[src/rtl/axi_xbar_if.sv]
// AXI4-Lite crossbar bundle: one master-side channel set plus NSLV slave-side
// channel sets. Write/read addresses and write data are broadcast to every
// slave, and each slave has its own valid/ready/resp bits. Read data is packed,
// with slice i belonging to slave i.
//
// Modports:
//   slave  - the crossbar's view. It is the slave of the shared master bus and
//            fans out to the devices.
//   master - the surrounding world's view: the upstream master plus the
//            downstream devices.
interface axi_xbar_if #(parameter int NSLV = 2);
    // master side
    logic                       m_arvalid, m_arready;
    logic [31:0]                m_araddr;
    logic                       m_rvalid, m_rready;
    logic [31:0]                m_rdata;
    logic                       m_rresp;
    logic                       m_awvalid, m_awready;
    logic [31:0]                m_awaddr;
    logic                       m_wvalid, m_wready;
    logic [31:0]                m_wdata;
    logic [7:0]                 m_wmask;
    logic                       m_bvalid, m_bready;
    logic                       m_bresp;
    // slave side
    logic [NSLV-1:0]            s_arvalid, s_arready;
    logic [31:0]                s_araddr;
    logic [NSLV-1:0]            s_rvalid, s_rready;
    logic [NSLV-1:0][31:0]      s_rdata;
    logic [NSLV-1:0]            s_rresp;
    logic [NSLV-1:0]            s_awvalid, s_awready;
    logic [31:0]                s_awaddr;
    logic [NSLV-1:0]            s_wvalid, s_wready;
    logic [31:0]                s_wdata;
    logic [7:0]                 s_wmask;
    logic [NSLV-1:0]            s_bvalid, s_bready;
    logic [NSLV-1:0]            s_bresp;

    modport slave (
        input  m_arvalid, m_araddr, m_rready, m_awvalid, m_awaddr,
               m_wvalid, m_wdata, m_wmask, m_bready,
        output m_arready, m_rvalid, m_rdata, m_rresp, m_awready, m_wready,
               m_bvalid, m_bresp,
        output s_arvalid, s_araddr, s_rready, s_awvalid, s_awaddr,
               s_wvalid, s_wdata, s_wmask, s_bready,
        input  s_arready, s_rvalid, s_rdata, s_rresp, s_awready, s_wready,
               s_bvalid, s_bresp
    );

    modport master (
        output m_arvalid, m_araddr, m_rready, m_awvalid, m_awaddr,
               m_wvalid, m_wdata, m_wmask, m_bready,
        input  m_arready, m_rvalid, m_rdata, m_rresp, m_awready, m_wready,
               m_bvalid, m_bresp,
        input  s_arvalid, s_araddr, s_rready, s_awvalid, s_awaddr,
               s_wvalid, s_wdata, s_wmask, s_bready,
        output s_arready, s_rvalid, s_rdata, s_rresp, s_awready, s_wready,
               s_bvalid, s_bresp
    );
endinterface

[src/rtl/axi_xbar.sv]
// axi_xbar - AXI4-Lite crossbar from one master to NSLV slaves, decoded by
// address.
//
// Ports:
//   clk   - clock
//   reset - synchronous, active-high reset
//   bus   - axi_xbar_if.slave. It carries the master channel set (AR/R/AW/W/B)
//           and the per-slave channel sets.
//
// Decode: slave i hits when (addr & MASK[i]) == BASE[i]. When several slaves
// hit, the lowest index wins. An address that hits no slave is answered
// locally with resp=1 and is never forwarded.
//
// The read and write FSMs are independent. Each allows one transaction in
// flight. Channel signals are pure muxes on the registered state, so each
// channel adds no cycles. The only extra cycle is the state step between the
// address phase and the data/response phase.
module axi_xbar #(
    parameter int                   NSLV      = 2,
    parameter logic [NSLV*32-1:0]   ADDR_BASE = {32'ha000_0000, 32'h8000_0000},
    parameter logic [NSLV*32-1:0]   ADDR_MASK = {32'hffff_0000, 32'hf800_0000}
) (
    input  logic        clk,
    input  logic        reset,
    axi_xbar_if.slave   bus
);
    localparam int SELW = (NSLV > 1) ? $clog2(NSLV) : 1;

    typedef enum logic [1:0] {R_IDLE, R_DATA, R_ERR} r_state_t;
    typedef enum logic [2:0] {W_IDLE, W_DATA, W_RESP, W_ERRW, W_ERRB} w_state_t;

    r_state_t          r_state;
    w_state_t          w_state;
    logic [SELW-1:0]   sel_r, sel_w;

    // Returns {hit, index}. The loop runs downward so the lowest matching
    // index is the last one written, and therefore the one that wins.
    function automatic logic [SELW:0] decode(input logic [31:0] addr);
        logic [SELW:0] r;
        r = '0;
        for (int i = NSLV - 1; i >= 0; i--)
            if ((addr & ADDR_MASK[i*32 +: 32]) == ADDR_BASE[i*32 +: 32])
                r = {1'b1, SELW'(i)};
        return r;
    endfunction

    logic [SELW:0] ar_dec, aw_dec;
    logic          ar_hit, aw_hit;
    logic [SELW-1:0] ar_idx, aw_idx;

    assign ar_dec = decode(bus.m_araddr);
    assign aw_dec = decode(bus.m_awaddr);
    assign ar_hit = ar_dec[SELW];
    assign aw_hit = aw_dec[SELW];
    assign ar_idx = ar_dec[SELW-1:0];
    assign aw_idx = aw_dec[SELW-1:0];

    // Addresses and write payload go to every slave. The valids steer them.
    assign bus.s_araddr = bus.m_araddr;
    assign bus.s_awaddr = bus.m_awaddr;
    assign bus.s_wdata  = bus.m_wdata;
    assign bus.s_wmask  = bus.m_wmask;

    // ---------------- read path ----------------
    always_comb begin
        bus.s_arvalid = '0;
        bus.s_rready  = '0;
        bus.m_arready = 1'b0;
        bus.m_rvalid  = 1'b0;
        bus.m_rdata   = '0;
        bus.m_rresp   = 1'b0;
        case (r_state)
            R_IDLE: begin
                if (ar_hit) begin
                    bus.s_arvalid[ar_idx] = bus.m_arvalid;
                    bus.m_arready         = bus.s_arready[ar_idx];
                end else begin
                    // A miss is accepted at once and answered locally.
                    bus.m_arready = bus.m_arvalid;
                end
            end
            R_DATA: begin
                bus.m_rvalid         = bus.s_rvalid[sel_r];
                bus.m_rdata          = bus.s_rdata[sel_r];
                bus.m_rresp          = bus.s_rresp[sel_r];
                bus.s_rready[sel_r]  = bus.m_rready;
            end
            R_ERR: begin
                bus.m_rvalid = 1'b1;
                bus.m_rresp  = 1'b1;
            end
            default: ;
        endcase
    end

    always_ff @(posedge clk) begin
        if (reset) begin
            r_state <= R_IDLE;
            sel_r   <= '0;
        end else begin
            case (r_state)
                R_IDLE:
                    if (bus.m_arvalid && bus.m_arready) begin
                        if (ar_hit) begin
                            sel_r   <= ar_idx;
                            r_state <= R_DATA;
                        end else begin
                            r_state <= R_ERR;
                        end
                    end
                R_DATA:
                    if (bus.m_rvalid && bus.m_rready) r_state <= R_IDLE;
                R_ERR:
                    if (bus.m_rready) r_state <= R_IDLE;
                default:
                    r_state <= R_IDLE;
            endcase
        end
    end

    // ---------------- write path ----------------
    // W is held off (m_wready=0) until AW has been taken. The W beat then
    // goes to the slave latched from AW, not to whatever m_awaddr shows now.
    always_comb begin
        bus.s_awvalid = '0;
        bus.s_wvalid  = '0;
        bus.s_bready  = '0;
        bus.m_awready = 1'b0;
        bus.m_wready  = 1'b0;
        bus.m_bvalid  = 1'b0;
        bus.m_bresp   = 1'b0;
        case (w_state)
            W_IDLE: begin
                if (aw_hit) begin
                    bus.s_awvalid[aw_idx] = bus.m_awvalid;
                    bus.m_awready         = bus.s_awready[aw_idx];
                end else begin
                    bus.m_awready = bus.m_awvalid;
                end
            end
            W_DATA: begin
                bus.s_wvalid[sel_w] = bus.m_wvalid;
                bus.m_wready        = bus.s_wready[sel_w];
            end
            W_RESP: begin
                bus.m_bvalid        = bus.s_bvalid[sel_w];
                bus.m_bresp         = bus.s_bresp[sel_w];
                bus.s_bready[sel_w] = bus.m_bready;
            end
            W_ERRW: bus.m_wready = 1'b1;     // swallow the data beat
            W_ERRB: begin
                bus.m_bvalid = 1'b1;
                bus.m_bresp  = 1'b1;
            end
            default: ;
        endcase
    end

    always_ff @(posedge clk) begin
        if (reset) begin
            w_state <= W_IDLE;
            sel_w   <= '0;
        end else begin
            case (w_state)
                W_IDLE:
                    if (bus.m_awvalid && bus.m_awready) begin
                        if (aw_hit) begin
                            sel_w   <= aw_idx;
                            w_state <= W_DATA;
                        end else begin
                            w_state <= W_ERRW;
                        end
                    end
                W_DATA:
                    if (bus.m_wvalid && bus.m_wready) w_state <= W_RESP;
                W_RESP:
                    if (bus.m_bvalid && bus.m_bready) w_state <= W_IDLE;
                W_ERRW:
                    if (bus.m_wvalid) w_state <= W_ERRB;
                W_ERRB:
                    if (bus.m_bready) w_state <= W_IDLE;
                default:
                    w_state <= W_IDLE;
            endcase
        end
    end
endmodule

[src/flat_wrapper.sv]
// flat-port wrapper written by rule: the top's interface ports become plain ports
module axi_xbar_flat 
#(
    parameter int                   NSLV      = 2,
    parameter logic [NSLV*32-1:0]   ADDR_BASE = {32'ha000_0000, 32'h8000_0000},
    parameter logic [NSLV*32-1:0]   ADDR_MASK = {32'hffff_0000, 32'hf800_0000}
)
  (clk, reset, bus_m_arvalid, bus_m_araddr, bus_m_rready, bus_m_awvalid, bus_m_awaddr, bus_m_wvalid, bus_m_wdata, bus_m_wmask, bus_m_bready, bus_m_arready, bus_m_rvalid, bus_m_rdata, bus_m_rresp, bus_m_awready, bus_m_wready, bus_m_bvalid, bus_m_bresp, bus_s_arvalid, bus_s_araddr, bus_s_rready, bus_s_awvalid, bus_s_awaddr, bus_s_wvalid, bus_s_wdata, bus_s_wmask, bus_s_bready, bus_s_arready, bus_s_rvalid, bus_s_rdata, bus_s_rresp, bus_s_awready, bus_s_wready, bus_s_bvalid, bus_s_bresp);
  axi_xbar_if #(.NSLV(NSLV)) bus_i ();
  input  logic clk;
  input  logic reset;
  input wire logic [$bits(bus_i.m_arvalid)-1:0] bus_m_arvalid;
  input wire logic [$bits(bus_i.m_araddr)-1:0] bus_m_araddr;
  input wire logic [$bits(bus_i.m_rready)-1:0] bus_m_rready;
  input wire logic [$bits(bus_i.m_awvalid)-1:0] bus_m_awvalid;
  input wire logic [$bits(bus_i.m_awaddr)-1:0] bus_m_awaddr;
  input wire logic [$bits(bus_i.m_wvalid)-1:0] bus_m_wvalid;
  input wire logic [$bits(bus_i.m_wdata)-1:0] bus_m_wdata;
  input wire logic [$bits(bus_i.m_wmask)-1:0] bus_m_wmask;
  input wire logic [$bits(bus_i.m_bready)-1:0] bus_m_bready;
  output wire logic [$bits(bus_i.m_arready)-1:0] bus_m_arready;
  output wire logic [$bits(bus_i.m_rvalid)-1:0] bus_m_rvalid;
  output wire logic [$bits(bus_i.m_rdata)-1:0] bus_m_rdata;
  output wire logic [$bits(bus_i.m_rresp)-1:0] bus_m_rresp;
  output wire logic [$bits(bus_i.m_awready)-1:0] bus_m_awready;
  output wire logic [$bits(bus_i.m_wready)-1:0] bus_m_wready;
  output wire logic [$bits(bus_i.m_bvalid)-1:0] bus_m_bvalid;
  output wire logic [$bits(bus_i.m_bresp)-1:0] bus_m_bresp;
  output wire logic [$bits(bus_i.s_arvalid)-1:0] bus_s_arvalid;
  output wire logic [$bits(bus_i.s_araddr)-1:0] bus_s_araddr;
  output wire logic [$bits(bus_i.s_rready)-1:0] bus_s_rready;
  output wire logic [$bits(bus_i.s_awvalid)-1:0] bus_s_awvalid;
  output wire logic [$bits(bus_i.s_awaddr)-1:0] bus_s_awaddr;
  output wire logic [$bits(bus_i.s_wvalid)-1:0] bus_s_wvalid;
  output wire logic [$bits(bus_i.s_wdata)-1:0] bus_s_wdata;
  output wire logic [$bits(bus_i.s_wmask)-1:0] bus_s_wmask;
  output wire logic [$bits(bus_i.s_bready)-1:0] bus_s_bready;
  input wire logic [$bits(bus_i.s_arready)-1:0] bus_s_arready;
  input wire logic [$bits(bus_i.s_rvalid)-1:0] bus_s_rvalid;
  input wire logic [$bits(bus_i.s_rdata)-1:0] bus_s_rdata;
  input wire logic [$bits(bus_i.s_rresp)-1:0] bus_s_rresp;
  input wire logic [$bits(bus_i.s_awready)-1:0] bus_s_awready;
  input wire logic [$bits(bus_i.s_wready)-1:0] bus_s_wready;
  input wire logic [$bits(bus_i.s_bvalid)-1:0] bus_s_bvalid;
  input wire logic [$bits(bus_i.s_bresp)-1:0] bus_s_bresp;
  assign bus_i.m_arvalid = bus_m_arvalid;
  assign bus_i.m_araddr = bus_m_araddr;
  assign bus_i.m_rready = bus_m_rready;
  assign bus_i.m_awvalid = bus_m_awvalid;
  assign bus_i.m_awaddr = bus_m_awaddr;
  assign bus_i.m_wvalid = bus_m_wvalid;
  assign bus_i.m_wdata = bus_m_wdata;
  assign bus_i.m_wmask = bus_m_wmask;
  assign bus_i.m_bready = bus_m_bready;
  assign bus_m_arready = bus_i.m_arready;
  assign bus_m_rvalid = bus_i.m_rvalid;
  assign bus_m_rdata = bus_i.m_rdata;
  assign bus_m_rresp = bus_i.m_rresp;
  assign bus_m_awready = bus_i.m_awready;
  assign bus_m_wready = bus_i.m_wready;
  assign bus_m_bvalid = bus_i.m_bvalid;
  assign bus_m_bresp = bus_i.m_bresp;
  assign bus_s_arvalid = bus_i.s_arvalid;
  assign bus_s_araddr = bus_i.s_araddr;
  assign bus_s_rready = bus_i.s_rready;
  assign bus_s_awvalid = bus_i.s_awvalid;
  assign bus_s_awaddr = bus_i.s_awaddr;
  assign bus_s_wvalid = bus_i.s_wvalid;
  assign bus_s_wdata = bus_i.s_wdata;
  assign bus_s_wmask = bus_i.s_wmask;
  assign bus_s_bready = bus_i.s_bready;
  assign bus_i.s_arready = bus_s_arready;
  assign bus_i.s_rvalid = bus_s_rvalid;
  assign bus_i.s_rdata = bus_s_rdata;
  assign bus_i.s_rresp = bus_s_rresp;
  assign bus_i.s_awready = bus_s_awready;
  assign bus_i.s_wready = bus_s_wready;
  assign bus_i.s_bvalid = bus_s_bvalid;
  assign bus_i.s_bresp = bus_s_bresp;
  axi_xbar #(.NSLV(NSLV), .ADDR_BASE(ADDR_BASE), .ADDR_MASK(ADDR_MASK)) u_core (.clk(clk), .reset(reset), .bus(bus_i));
endmodule
[config.mk]
export PLATFORM = sky130hd
export DESIGN_NAME = axi_xbar_flat
export DESIGN_NICKNAME = d
export VERILOG_FILES = /design/src/rtl/axi_xbar_if.sv /design/src/rtl/axi_xbar.sv /design/src/flat_wrapper.sv
export SDC_FILE = /design/constraint.sdc
export NUM_CORES = 1
export LEC_CHECK = 0
export ABC_AREA = 0
export BUFFER_PORTS_ARGS = -buffer_cell sky130_fd_sc_hd__buf_2
export CORE_AREA = 2 2 132 134
export CTS_CLUSTER_DIAMETER = 80
export CTS_CLUSTER_SIZE = 24
export DETAILED_ROUTE_END_ITERATION = 12
export DIE_AREA = 0 0 134 136
export GPL_ROUTABILITY_DRIVEN = 0
export GPL_TIMING_DRIVEN = 1
export PLACE_DENSITY_LB_ADDON = 0.05
export SYNTH_ARGS = -nofsm -noshare
export SYNTH_HDL_FRONTEND = slang
export SYNTH_SLANG_ARGS = --single-unit
[constraint.sdc]
create_clock -name clk -period 2.2 [get_ports clk]
set_clock_uncertainty 0.05 [all_clocks]
set_input_delay 0.11 -clock clk [delete_from_list [all_inputs] [get_ports clk]]
set_output_delay 0.11 -clock clk [all_outputs]
set_load 0.05 [all_outputs]
After elaboration in Yosys (flattened, before gate mapping)
Cells that the tools add are included.
{"block": "classes", "n_mux": 57, "n_reduce_logical": 15, "n_eq_ne": 18, "order_cmp": 8, "bitwise_logic": 5}
{"operator": "$mux W32", "count": 3}
{"operator": "$eq A16 B16 Y1 const B", "count": 2}
{"operator": "$mux W2", "count": 16}
{"operator": "$mux W1", "count": 22}
{"operator": "$mux W3", "count": 5}
{"operator": "$pmux W3 S5", "count": 1}
{"operator": "$and A2 B2 Y2", "count": 5}
{"operator": "$eq A5 B5 Y1 const B", "count": 2}
{"operator": "$ne A2 B1 Y1 const B", "count": 5}
{"operator": "$pmux W1 S2", "count": 5}
{"operator": "$logic_and A1 B1 Y1", "count": 9}
{"operator": "$reduce_and A3 Y1", "count": 3}
{"operator": "$lt A1 B2 Y1 const B", "count": 4}
{"operator": "$eq A3 B2 Y1 const B", "count": 2}
{"operator": "$ne A2 B2 Y1 const B", "count": 3}
{"operator": "$pmux W2 S3", "count": 1}
{"operator": "$reduce_and A5 Y1", "count": 1}
{"operator": "$demux W1 S1", "count": 4}
{"operator": "$ge A1 B1 Y1 const B", "count": 4}
{"operator": "$eq A3 B1 Y1 const B", "count": 1}
{"operator": "$eq A3 B3 Y1 const B", "count": 1}
{"operator": "$logic_not A3 Y1", "count": 1}
{"operator": "$eq A2 B1 Y1 const B", "count": 1}
{"operator": "$eq A2 B2 Y1 const B", "count": 1}
{"operator": "$logic_not A2 Y1", "count": 1}
{"block": "word_totals", "out_inout_bits": 153, "register_bits": 7, "inputBits": 189, "wordCells": 107}

Logic depth before layout (Yosys ltp)
Gate-level depths: netlist of the first run.
{"block": "depth", "depth_word": 10, "ltp_mapped": 7, "mapped_depth_nobuf": 7}

Worst setup path after synthesis of the first run
No wires, ideal clock.
{"block": "synth_timing", "kind": "reg2out", "start": "reg u_core.w_state[0]", "end": "out bus_s_wvalid[1]", "path_slack_ns": -0.309, "path_buffers": 1, "required_time_ns": 2.040, "arrival_ns": 2.349, "stages_incl_launch_ff": 4, "cell_sequence": "dfxtp_1 -> clkbuf_1 -> nand2_1 -> nor4b_1"}
{"block": "synth_between", "elab_chain_len": 2}
{"element": "start, declared", "line": "axi_xbar.sv:33", "text": "w_state_t w_state;"}
{"element": "start signal, assigned", "line": "axi_xbar.sv:161", "text": "w_state <= W_IDLE;"}
{"element": "start signal, assigned", "line": "axi_xbar.sv:169", "text": "w_state <= W_DATA;"}
{"element": "start signal, assigned", "line": "axi_xbar.sv:171", "text": "w_state <= W_ERRW;"}
{"element": "$eq A3 B1 Y1", "line": "axi_xbar.sv:132", "text": "case (w_state)"}
{"element": "$mux W2", "line": "axi_xbar.sv:132"}
{"element": "end, declared", "line": "flat_wrapper.sv:34", "text": "output wire logic [$bits(bus_i.s_wvalid)-1:0] bus_s_wvalid;"}
No other way between the ends.

Worst setup path in the final report of the first run
{"block": "layout_timing", "start": "reg u_core.r_state[1]", "end": "out bus_m_rresp"}
{"block": "layout_between", "elab_chain_len": 2, "elab_cells_between_ends": 3, "classes_between": "2 x eq/ne; 1 x mux"}
{"element": "start, declared", "line": "axi_xbar.sv:32", "text": "r_state_t r_state;"}
{"element": "start signal, assigned", "line": "axi_xbar.sv:98", "text": "r_state <= R_IDLE;"}
{"element": "start signal, assigned", "line": "axi_xbar.sv:106", "text": "r_state <= R_DATA;"}
{"element": "start signal, assigned", "line": "axi_xbar.sv:108", "text": "r_state <= R_ERR;"}
{"element": "$eq A2 B2 Y1 / $eq A2 B1 Y1 (equally long branches)", "line": "axi_xbar.sv:72", "text": "case (r_state)"}
{"element": "$pmux W1 S2 *", "line": "axi_xbar.sv:72"}
{"element": "end, declared", "line": "flat_wrapper.sv:24", "text": "output wire logic [$bits(bus_i.m_rresp)-1:0] bus_m_rresp;"}
Every way passes the cells marked *; elsewhere a longest branch is shown, timed or not.

==> results of run 1 <==
==> state kept, by name (all words and copies together), names as in the netlist <==
signal / cells
u_core.w_state: 3
u_core.sel_r: 1
u_core.r_state: 2
u_core.sel_w: 1
==> logic make-up after synthesis <==
family	count (synthesis)
adder cells (fa/ha/maj)	3
flip-flops	7
AO/OA/AOI/OAI	29
buffers and inverters	122
multiplexers	37
AND/OR/NAND/NOR	87
==> cell usage after synthesis, drive strengths merged <==
| cell | count | area, um2 |
|---|---|---|
| nor3 | 6 | 30.0 |
| o211ai | 2 | 20.0 |
| o41ai | 1 | 16.3 |
| a21oi | 8 | 40.0 |
| o31a | 2 | 17.5 |
| buf | 110 | 808 |
| a21bo | 2 | 20.0 |
| and4 | 1 | 8.76 |
| o221ai | 1 | 8.76 |
| nor2b | 4 | 25.0 |
| o21a | 1 | 7.51 |
| clkinv | 1 | 3.75 |
| a211oi | 2 | 15.0 |
| a211o | 1 | 8.76 |
| mux2 | 3 | 33.8 |
| nand4b | 2 | 32.5 |
| and3 | 1 | 6.26 |
| nand2 | 9 | 33.8 |
| a31oi | 3 | 18.8 |
| clkbuf | 6 | 22.5 |
| dfxtp | 7 | 140 |
| o22ai | 1 | 6.26 |
| o21ai | 3 | 15.0 |
| nand2b | 2 | 12.5 |
| o311a | 1 | 10.0 |
| or4b | 2 | 27.5 |
| nand3 | 4 | 20.0 |
| nand3b | 1 | 7.51 |
| mux2i | 34 | 344 |
| nor4 | 6 | 50.0 |
| ha | 3 | 37.5 |
| nor2 | 44 | 165 |
| inv | 5 | 18.8 |
| a22oi | 1 | 7.51 |
| nor4b | 5 | 43.8 |
==> final cells by class <==
type	count	area, um2	share of cell area (%)
clock buffers	4	78.8	2.94
inverters	6	22.5	0.841
multi-input cells	156	1120	41.8
flip-flops and latches	7	141	5.28
well taps	225	282	10.5
repair buffers	202	1040	38.7
==> power by group through the flow <==
stage	Combinational [mW]	Clock [mW]	Sequential, mW
2_1_floorplan	0.794	0	0.150
3_3_place_gp	0.584	0	0.188
3_5_place_dp	0.578	0	0.185
4_1_cts	0.579	0.323	0.183
5_1_grt	0.617	0.333	0.188
6_report	0.570	0.309	0.182
==> how the worst max path moves through the flow <==
stage | cells past startpoint | slack, ns | endpoint
finish | 7 | 0.19 | bus_m_rresp
global route | 7 | 0.04 | bus_m_rresp
CTS | 7 | 0.14 | bus_m_rresp
detailed placement | 6 | 0.37 | bus_m_arready
global placement | 6 | 0.37 | bus_m_arready
floorplan | 6 | 0.13 | u_core.sel_w
==> through the flow <==
| step | hold WS, ns | worst slack [ns] | util [%] | total power, mW |
|---|---|---|---|---|
| 5_1_grt | 0.170 | 0.0423 | 15.9 | 1.14 |
| 3_5_place_dp | 0.170 | 0.372 | 15.4 | 0.763 |
| 2_1_floorplan | 0.220 | 0.134 | - | 0.944 |
| 4_1_cts | 0.157 | 0.135 | 15.9 | 1.09 |
| 3_3_place_gp | 0.170 | 0.373 | 15.4 | 0.772 |
| 6_report | 0.145 | 0.190 | 15.9 | 1.06 |
==> metal layers <==
metal	vias up	GRT usage, %
met5	-	0
met4	0	3.01
met3	16	2.54
met2	158	14.6
met1	965	7.33
li1	1051	-
==> worst max-delay path: stages (launching register included) <==
cell	delay (ns)
dfxtp_1	0.38
inv_1	0.08
ha_1	0.25
clkinv_1	0.08
buf_4	0.33
nor2_1	0.10
o21a_1	0.18
buf_2	0.21
==> summary.txt, run 1 <==
Critical path
  – Crit path launch type: flip-flop
  – Arrival @ worst endpoint: around 1.9 ns
  – Worst Reg-to-Reg Cells: 5
  – WS Path Type: flip-flop to output pin
  – Worst setup startpoint: u_core.r_state[1]
  – Register-to-register path setup slack: between 0.4 and 0.5 ns
  – CP Capture Type: output pin
  – Maximum fanout along the worst path: 33
  – Reg2Reg Capture Point: u_core.w_state[1]
  – Required time of the critical path: roughly 2.0 ns
  – Worst r2r src: u_core.sel_w

Final layout
  – Fillers: 1946
  – Commonest cells after routing, fill and taps aside: buf_2 (197), nor2_1 (44), mux2i_1 (33)
  – Layout Cells excl Fill: 600
  – Final #Nets: roughly 570
  – Post-route cell area: 2680 um2
  – Area Overhead vs Synth: 28.6%
  – Diode count: 0
  – Layout cells sized above 1: between 50% and 60%
  – Commonest non-fill, non-tap cell in the layout: buf_2

Synthesis
  – Area fraction in compound gates after synthesis: 10.2%
  – Main combinational cell family by area after synthesis: buffers and inverters
  – FF+latch count, synth: 7
  – Post-synth cell types: 42
  – Post-synthesis mux area share: a little under a fifth
  – Post-Syn Nets: ~480
  – Post-Synth XOR/XNOR Area: 0%
  – Mapped Area: ~2100 um2
  – Post-Syn Area per Cell: approximately 7.3 um2
  – Simple-gate share of the synthesized area: 22.2%
  – Post-Syn Instances: between 200 and 300
  – Adder-cell share of the synthesized area: between 1.5 and 2%
  – Synth warnings: 0
  – Register area share after synthesis: 6.73%

Min path
  – Min-Delay Endpoint: u_core.sel_r
  – Min-delay src: reset
  – Type of the tightest min-delay check: input pin to flip-flop
  – Worst hold stages: 2

Floorplan
  – Die Ht: 136 um
  – Die ar.: 18200 um2
  – Io pins: 342
  – Starting Density: around an eighth
  – Die X-Extent: about 130 um
  – Rows: between 40 and 50
  – Core area: 16900 um2

Global route
  – Grt total ovfl: 0
  – Initial antenna violation count: 0
  – GRT Util Overall: about 7.5%
  – Pin count of the biggest net entering global routing: 37
  – Vias in the first global route: approximately 2100
  – First-pass GRT wire length: around 11 mm

Power and ir drop
  – Power share of the combinational group: between 50% and 60%
  – Cell Pwr Density: between 300 and 400 nW/um2
  – Psw: 0.483 mW
  – Reg power frac: 17.2%
  – Internal power: slightly below 0.6 mW
  – Switch share: between 40% and 50%
  – Standby leakage power: approximately 1.3 nW
  – Peak supply drop: between 0.00015 and 0.0002 V
  – Clock power frac: 29.1%

Place
  – Placed cell area: around 2600 um2
  – Detail Placement HPWL: about 6.7 mm
  – Port Buffers: between 150 and 200
  – Cells after DPL: between 500 and 600

STA
  – Final setup viols: 0
  – Max Freq: between 0.4 and 0.5 GHz
  – Min cycle time layout: 2.01 ns
  – Fin crit share: 91.4%
  – Final Max Tran Viols: 0
  – Slew headroom: about two thirds
  – Final hold vios: 0
  – Setup TNS: 0 ns
  – Measured slew at the worst slew-check pin: just under 0.5 ns
  – RSZ-0062 raised after global routing: false

Clocking
  – Post-CTS resize count: 0
  – Maximum root-to-sink buffer count: 2
  – Post-CTS setup buffers: 0
  – Clock buffer count from CTS: 3
  – H-Tree Depth: 1
  – Hold_buf cts: 0
  – Total clock sinks: 7
  – Clk pin slew, worst setup/hold paths: 0.04 ns
  – Worst-skew pair later-pin latency: 0.23 ns
  – Root Buffer: clkbuf_16
  – CTS tree: built

Drt
  – Met3 wire length: between 700 and 800 um
  – WL met1: about 2.7 mm
  – DR vias/cell: 3.65
  – # DRC: 0
  – Total Routed Length: about 7.6 mm
  – DRT Pass-1 Iters: 4
  – Post-route ant nets: 0
  – Via count: roughly 2200
  – Drt wl/cell: 12.7 um
  – WL met2: roughly 4 mm
  – Initial detailed-routing violation count: 42
  – Top Layer Used: met4

Run
  – MaxCap Viol Count: 0

Outcome
  – Status: finished clean
No activity file was read; power rests on OpenSTA's default activity.
==> run 2: changes to the inputs <==
Settings changed: PLACE_DENSITY_LB_ADDON 0.05 to 0.08.
==> run 2 against run 1 <==
  * Via count decreased by 1.6%
  * Non-clock buffer count increased by 1
  * Largest cell class unchanged
  * Utilization about the same
  * Sequential share of layout area about the same
==> summary.txt, run 2 (synthesized netlist as in run 1, its figures left out) <==
Clocking
  – H-Tree Depth: 1 (unchanged)
  – Clk pin slew, worst setup/hold paths: 0.04 ns (about the same)
  – Worst-skew pair later-pin latency: 0.23 ns (about the same)
  – Total clock sinks: 7 (unchanged)
  – CTS tree: built (unchanged)
  – Post-CTS setup buffers: 0 (unchanged)
  – Post-CTS resize count: 0 (unchanged)
  – Clock buffer count from CTS: 3 (unchanged)
  – Maximum root-to-sink buffer count: 2 (unchanged)
  – Hold_buf cts: 0 (unchanged)
  – Root Buffer: clkbuf_16 (unchanged)

STA
  – Max Freq: 0.514 GHz (was 0.497 GHz)
  – Measured slew at the worst slew-check pin: 0.560 ns (was 0.486 ns)
  – Final setup viols: 0 (unchanged)
  – Slew headroom: 62.1% (was 67.2%)
  – Setup TNS: 0 ns (unchanged)
  – Min cycle time layout: 1.95 ns (was 2.01 ns)
  – Final Max Tran Viols: 0 (unchanged)
  – Final hold vios: 0 (unchanged)
  – RSZ-0062 raised after global routing: false (unchanged)
  – Fin crit share: 88.5% (was 91.4%)

Power and ir drop
  – Peak supply drop: 0.000182 V (was 0.000159 V)
  – Cell Pwr Density: 397 nW/um2 (was 396 nW/um2)
  – Standby leakage power: 1.31 nW (was 1.30 nW)

Floorplan
  – Die X-Extent: 134 um (unchanged)
  – Die ar.: 18200 um2 (unchanged)
  – Rows: 48 (unchanged)
  – Die Ht: 136 um (unchanged)
  – Core area: 16900 um2 (unchanged)
  – Starting Density: 12.3% (unchanged)
  – Io pins: 342 (unchanged)

Drt
  – Total Routed Length: 7.35 mm (was 7.63 mm)
  – DR vias/cell: 3.58 (was 3.65)
  – Post-route ant nets: 0 (unchanged)
  – Initial detailed-routing violation count: 35 (was 42)
  – Via count: 2155 (was 2190)
  – DRT Pass-1 Iters: 4 (unchanged)
  – Drt wl/cell: 12.2 um (was 12.7 um)
  – # DRC: 0 (unchanged)

Critical path
  – Cell Chain, Critical Path: inv_1 -> ha_1 -> clkinv_1 -> buf_4 -> nor2_1 -> o21a_1 -> buf_2 (unchanged)
  – Worst setup startpoint: u_core.r_state[1] (unchanged)
  – Crit-path max cell delay: 0.37 ns (was 0.38 ns)
  – CP Capture Type: output pin (unchanged)
  – Maximum fanout along the worst path: 33 (unchanged)
  – Cell family with most CP delay: buffers and inverters (unchanged)
  – Worst r2r src: u_core.sel_w (unchanged)
  – CP max-delay cell: dfxtp_1 (unchanged)
  – Crit path launch type: flip-flop (unchanged)
  – Arrival @ worst endpoint: 1.79 ns (was 1.85 ns)
  – WP buf/inv: 4 (unchanged)
  – WS Path Type: flip-flop to output pin (unchanged)
  – Required time of the critical path: 2.04 ns (about the same)

Final layout
  – Layout cells sized above 1: 59.3% (was 59.2%)
  – Largest Register: u_core.w_state (unchanged)
  – Commonest non-fill, non-tap cell in the layout: buf_2 (unchanged)
  – Fillers: 1954 (was 1946)
  – Max reg flops: 3 (unchanged)
  – Final #Nets: 569 (was 568)
  – Area Overhead vs Synth: 28.5% (was 28.6%)
  – Commonest cells after routing, fill and taps aside: buf_2 (197), nor2_1 (44), mux2i_1 (33) (unchanged)
  – Largest regs: u_core.w_state: 3 flops, u_core.r_state: 2 flops (unchanged)
  – Area of the multi-input gates: 1120 um2 (unchanged)
  – Reg area: 141 um2 (unchanged)
  – Util after Layout: 15.9% (about the same)

Global route
  – First-pass GRT wire length: 10.4 mm (was 10.9 mm)
  – Grt total ovfl: 0 (unchanged)
  – Pin count of the biggest net entering global routing: 34 (was 37)
  – Vias in the first global route: 2068 (was 2134)
  – Initial antenna violation count: 1 (was 0)
  – GRT Util Overall: 7.15% (was 7.55%)

Min path
  – Type of the tightest min-delay check: input pin to flip-flop (unchanged)
  – Min-delay src: bus_s_arready[1] (was reset)

Place
  – Port Buffers: 197 (unchanged)
  – Detail Placement HPWL: 6.50 mm (was 6.67 mm)

Outcome
  – Status: finished clean (unchanged)

Run
  – MaxCap Viol Count: 0 (unchanged)
[run 2: worst paths after layout]
path	end	cells past startpoint	slack [ns]
max reg2reg	u_core.w_state[1]	5	0.53
min reg2reg	u_core.r_state[1]	2	0.47
max	bus_m_rresp	7	0.25
min	u_core.sel_r	3	0.14
[run 2: final cells by class]
type,count,area share [%]
antenna,1,0.0935
inverter,6,0.842
tap,225,10.5
multi-input combinational,156,41.8
clock buffer,4,2.95
sequential,7,5.28
timing repair buffer,203,38.5
[run 2: power by group]
group          total, mW  internal [mW]  switching, mW
clock              0.308          0.241         0.0671
combinational      0.571          0.194          0.377
sequential         0.183          0.142         0.0403
[run 2: per-layer routing]
metal | track usage, % | part of all wire, %
met2 | 13.6 | 53
met1 | 7.45 | 36
met4 | 2.48 | 0.91
met5 | 0 | 0
met3 | 2.13 | 10
[run 2: worst min-delay path, cell delays in order]
cell     delay, ns
buf_2         0.11
a22oi_1       0.09
nor2_1        0.08
[run 2: per-stage QoR]
stage / area [um2] / hold slack, ns / power (mW) / setup slack [ns] / cells
after global routing: 2680 / 0.153 / 1.14 / 0.0992 / 602
after CTS: 2670 / 0.141 / 1.08 / 0.202 / 601
after floorplan: 2110 / 0.220 / 0.944 / 0.134 / 285
after detailed placement: 2590 / 0.170 / 0.763 / 0.372 / 597
after global placement: 2590 / 0.170 / 0.768 / 0.385 / 597
final: 2680 / 0.140 / 1.06 / 0.254 / 602
==> run 3: changes to the inputs <==
Settings changed: MAX_ROUTING_LAYER from default to met4.
==> run 3 against run 2 <==
  * Critical path depth stayed put
  * Final cell count unchanged
  * Sequential power about the same
  * Flip-flop and latch count stayed put
  * Cell area unchanged
  * Hold slack unchanged
  * Routed wire length decreased by 0.20%
  * Critical path type unchanged
  * Critical endpoint unchanged
==> summary.txt, run 3 (synthesized netlist as in run 1, its figures left out) <==
Drt
  – DR vias/cell: 3.59 (was 3.58)
  – Total Routed Length: 7.34 mm (was 7.35 mm)
  – DRT Pass-1 Iters: 4 (unchanged)
  – Initial detailed-routing violation count: 37 (was 35)
  – # DRC: 0 (unchanged)
  – Drt wl/cell: 12.2 um (about the same)
  – Via count: 2159 (was 2155)
  – Post-route ant nets: 0 (unchanged)

Power and ir drop
  – Total power draw: 1.06 mW (about the same)
  – Cell Pwr Density: 397 nW/um2 (about the same)
  – Standby leakage power: 1.31 nW (unchanged)
  – Peak supply drop: 0.000182 V (about the same)

Clocking
  – Post-CTS resize count: 0 (unchanged)
  – Clk pin slew, worst setup/hold paths: 0.04 ns (about the same)
  – Clock buffer count from CTS: 3 (unchanged)
  – Post-CTS setup buffers: 0 (unchanged)
  – Worst-skew pair later-pin latency: 0.23 ns (about the same)
  – H-Tree Depth: 1 (unchanged)
  – Maximum root-to-sink buffer count: 2 (unchanged)
  – Hold_buf cts: 0 (unchanged)
  – CTS tree: built (unchanged)
  – Root Buffer: clkbuf_16 (unchanged)
  – Total clock sinks: 7 (unchanged)

Place
  – Port Buffers: 197 (unchanged)
  – Detail Placement HPWL: 6.50 mm (unchanged)

Final layout
  – Largest Register: u_core.w_state (unchanged)
  – Fillers: 1954 (unchanged)
  – Reg area: 141 um2 (unchanged)
  – Area of the multi-input gates: 1120 um2 (unchanged)
  – Layout cells sized above 1: 59.3% (unchanged)
  – Area Overhead vs Synth: 28.5% (unchanged)
  – Largest regs: u_core.w_state: 3 flops, u_core.r_state: 2 flops (unchanged)
  – Commonest cells after routing, fill and taps aside: buf_2 (197), nor2_1 (44), mux2i_1 (33) (unchanged)
  – Final #Nets: 569 (unchanged)
  – Max reg flops: 3 (unchanged)
  – Commonest non-fill, non-tap cell in the layout: buf_2 (unchanged)

Global route
  – Grt total ovfl: 0 (unchanged)
  – Vias in the first global route: 2074 (was 2068)
  – Initial antenna violation count: 1 (unchanged)
  – Pin count of the biggest net entering global routing: 34 (unchanged)
  – GRT Util Overall: 7.34% (was 7.15%)
  – First-pass GRT wire length: 10.4 mm (about the same)

Floorplan
  – Die Ht: 136 um (unchanged)
  – Io pins: 342 (unchanged)
  – Die ar.: 18200 um2 (unchanged)
  – Starting Density: 12.3% (unchanged)
  – Core area: 16900 um2 (unchanged)
  – Rows: 48 (unchanged)
  – Die X-Extent: 134 um (unchanged)

STA
  – Max Freq: 0.514 GHz (about the same)
  – Final Max Tran Viols: 0 (unchanged)
  – Slew headroom: 62.1% (unchanged)
  – Min cycle time layout: 1.94 ns (was 1.95 ns)
  – Fin crit share: 88.4% (was 88.5%)
  – RSZ-0062 raised after global routing: false (unchanged)
  – Measured slew at the worst slew-check pin: 0.560 ns (unchanged)
  – Setup TNS: 0 ns (unchanged)
  – WHS: 0.140 ns (unchanged)
  – Final hold vios: 0 (unchanged)
  – Final setup viols: 0 (unchanged)

Run
  – MaxCap Viol Count: 0 (unchanged)

Min path
  – Type of the tightest min-delay check: input pin to flip-flop (unchanged)

Critical path
  – Maximum fanout along the worst path: 33 (unchanged)
  – CP max-delay cell: dfxtp_1 (unchanged)
  – Cell Chain, Critical Path: inv_1 -> ha_1 -> clkinv_1 -> buf_4 -> nor2_1 -> o21a_1 -> buf_2 (unchanged)
  – Crit-path max cell delay: 0.37 ns (about the same)
  – Arrival @ worst endpoint: 1.78 ns (was 1.79 ns)
  – CP Capture Type: output pin (unchanged)
  – Crit path launch type: flip-flop (unchanged)
  – Required time of the critical path: 2.04 ns (about the same)
  – WS Path Type: flip-flop to output pin (unchanged)

Outcome
  – Status: finished clean (unchanged)
==> run 3: cell counts in the layout (fill, tap and decap cells not counted) <==
No cell type changed its count.
==> run 3: final cells by class <==
class,count,share of cell area (%)
diodes,1,0.0935
clock buffers,4,2.95
inverters,6,0.842
multi-input cells,156,41.8
flip-flops and latches,7,5.28
well taps,225,10.5
repair buffers,203,38.5
==> run 3: per-layer routing <==
layer | part of all wire (%) | GRT usage (%)
met5 | 0 | -
met4 | 0.91 | 2.48
met3 | 9.2 | 1.60
met2 | 53 | 13.7
met1 | 37 | 7.63
==> run 3: power by group <==
group	leakage [nW]	internal, mW	switching (mW)
sequential	0.0576	0.142	0.0403
combinational	1.21	0.194	0.378
clock	0.0382	0.241	0.0671
==> run 3: per-stage QoR <==
stage / util, % / instance area (um2) / setup slack [ns] / instances
2_1_floorplan: - / 2110 / 0.134 / 285
3_3_place_gp: 15.4 / 2590 / 0.385 / 597
3_5_place_dp: 15.4 / 2590 / 0.372 / 597
4_1_cts: 15.8 / 2670 / 0.202 / 601
5_1_grt: 15.9 / 2680 / 0.0992 / 602
6_report: 15.9 / 2680 / 0.255 / 602
==> run 3: path summary, 6_finish.rpt <==
path / start / to / slack [ns] / cells after the start
worst max register to register: u_core.sel_w / u_core.w_state[1] / 0.53 / 5
worst max-delay path: u_core.r_state[1] / bus_m_rresp / 0.26 / 7
worst min register to register: u_core.r_state[1] / u_core.r_state[1] / 0.47 / 2
worst min-delay path: bus_s_arready[1] / u_core.sel_r / 0.14 / 3
==> run 3: worst max-delay path, delay by kind of cell (launching register included) <==
family	cells	cell delay, ns
buffers and inverters	4	0.69
DFF	1	0.37
adders and majority gates	1	0.24
AOI/OAI and AO/OA	1	0.17
and+or+nand+nor	1	0.09
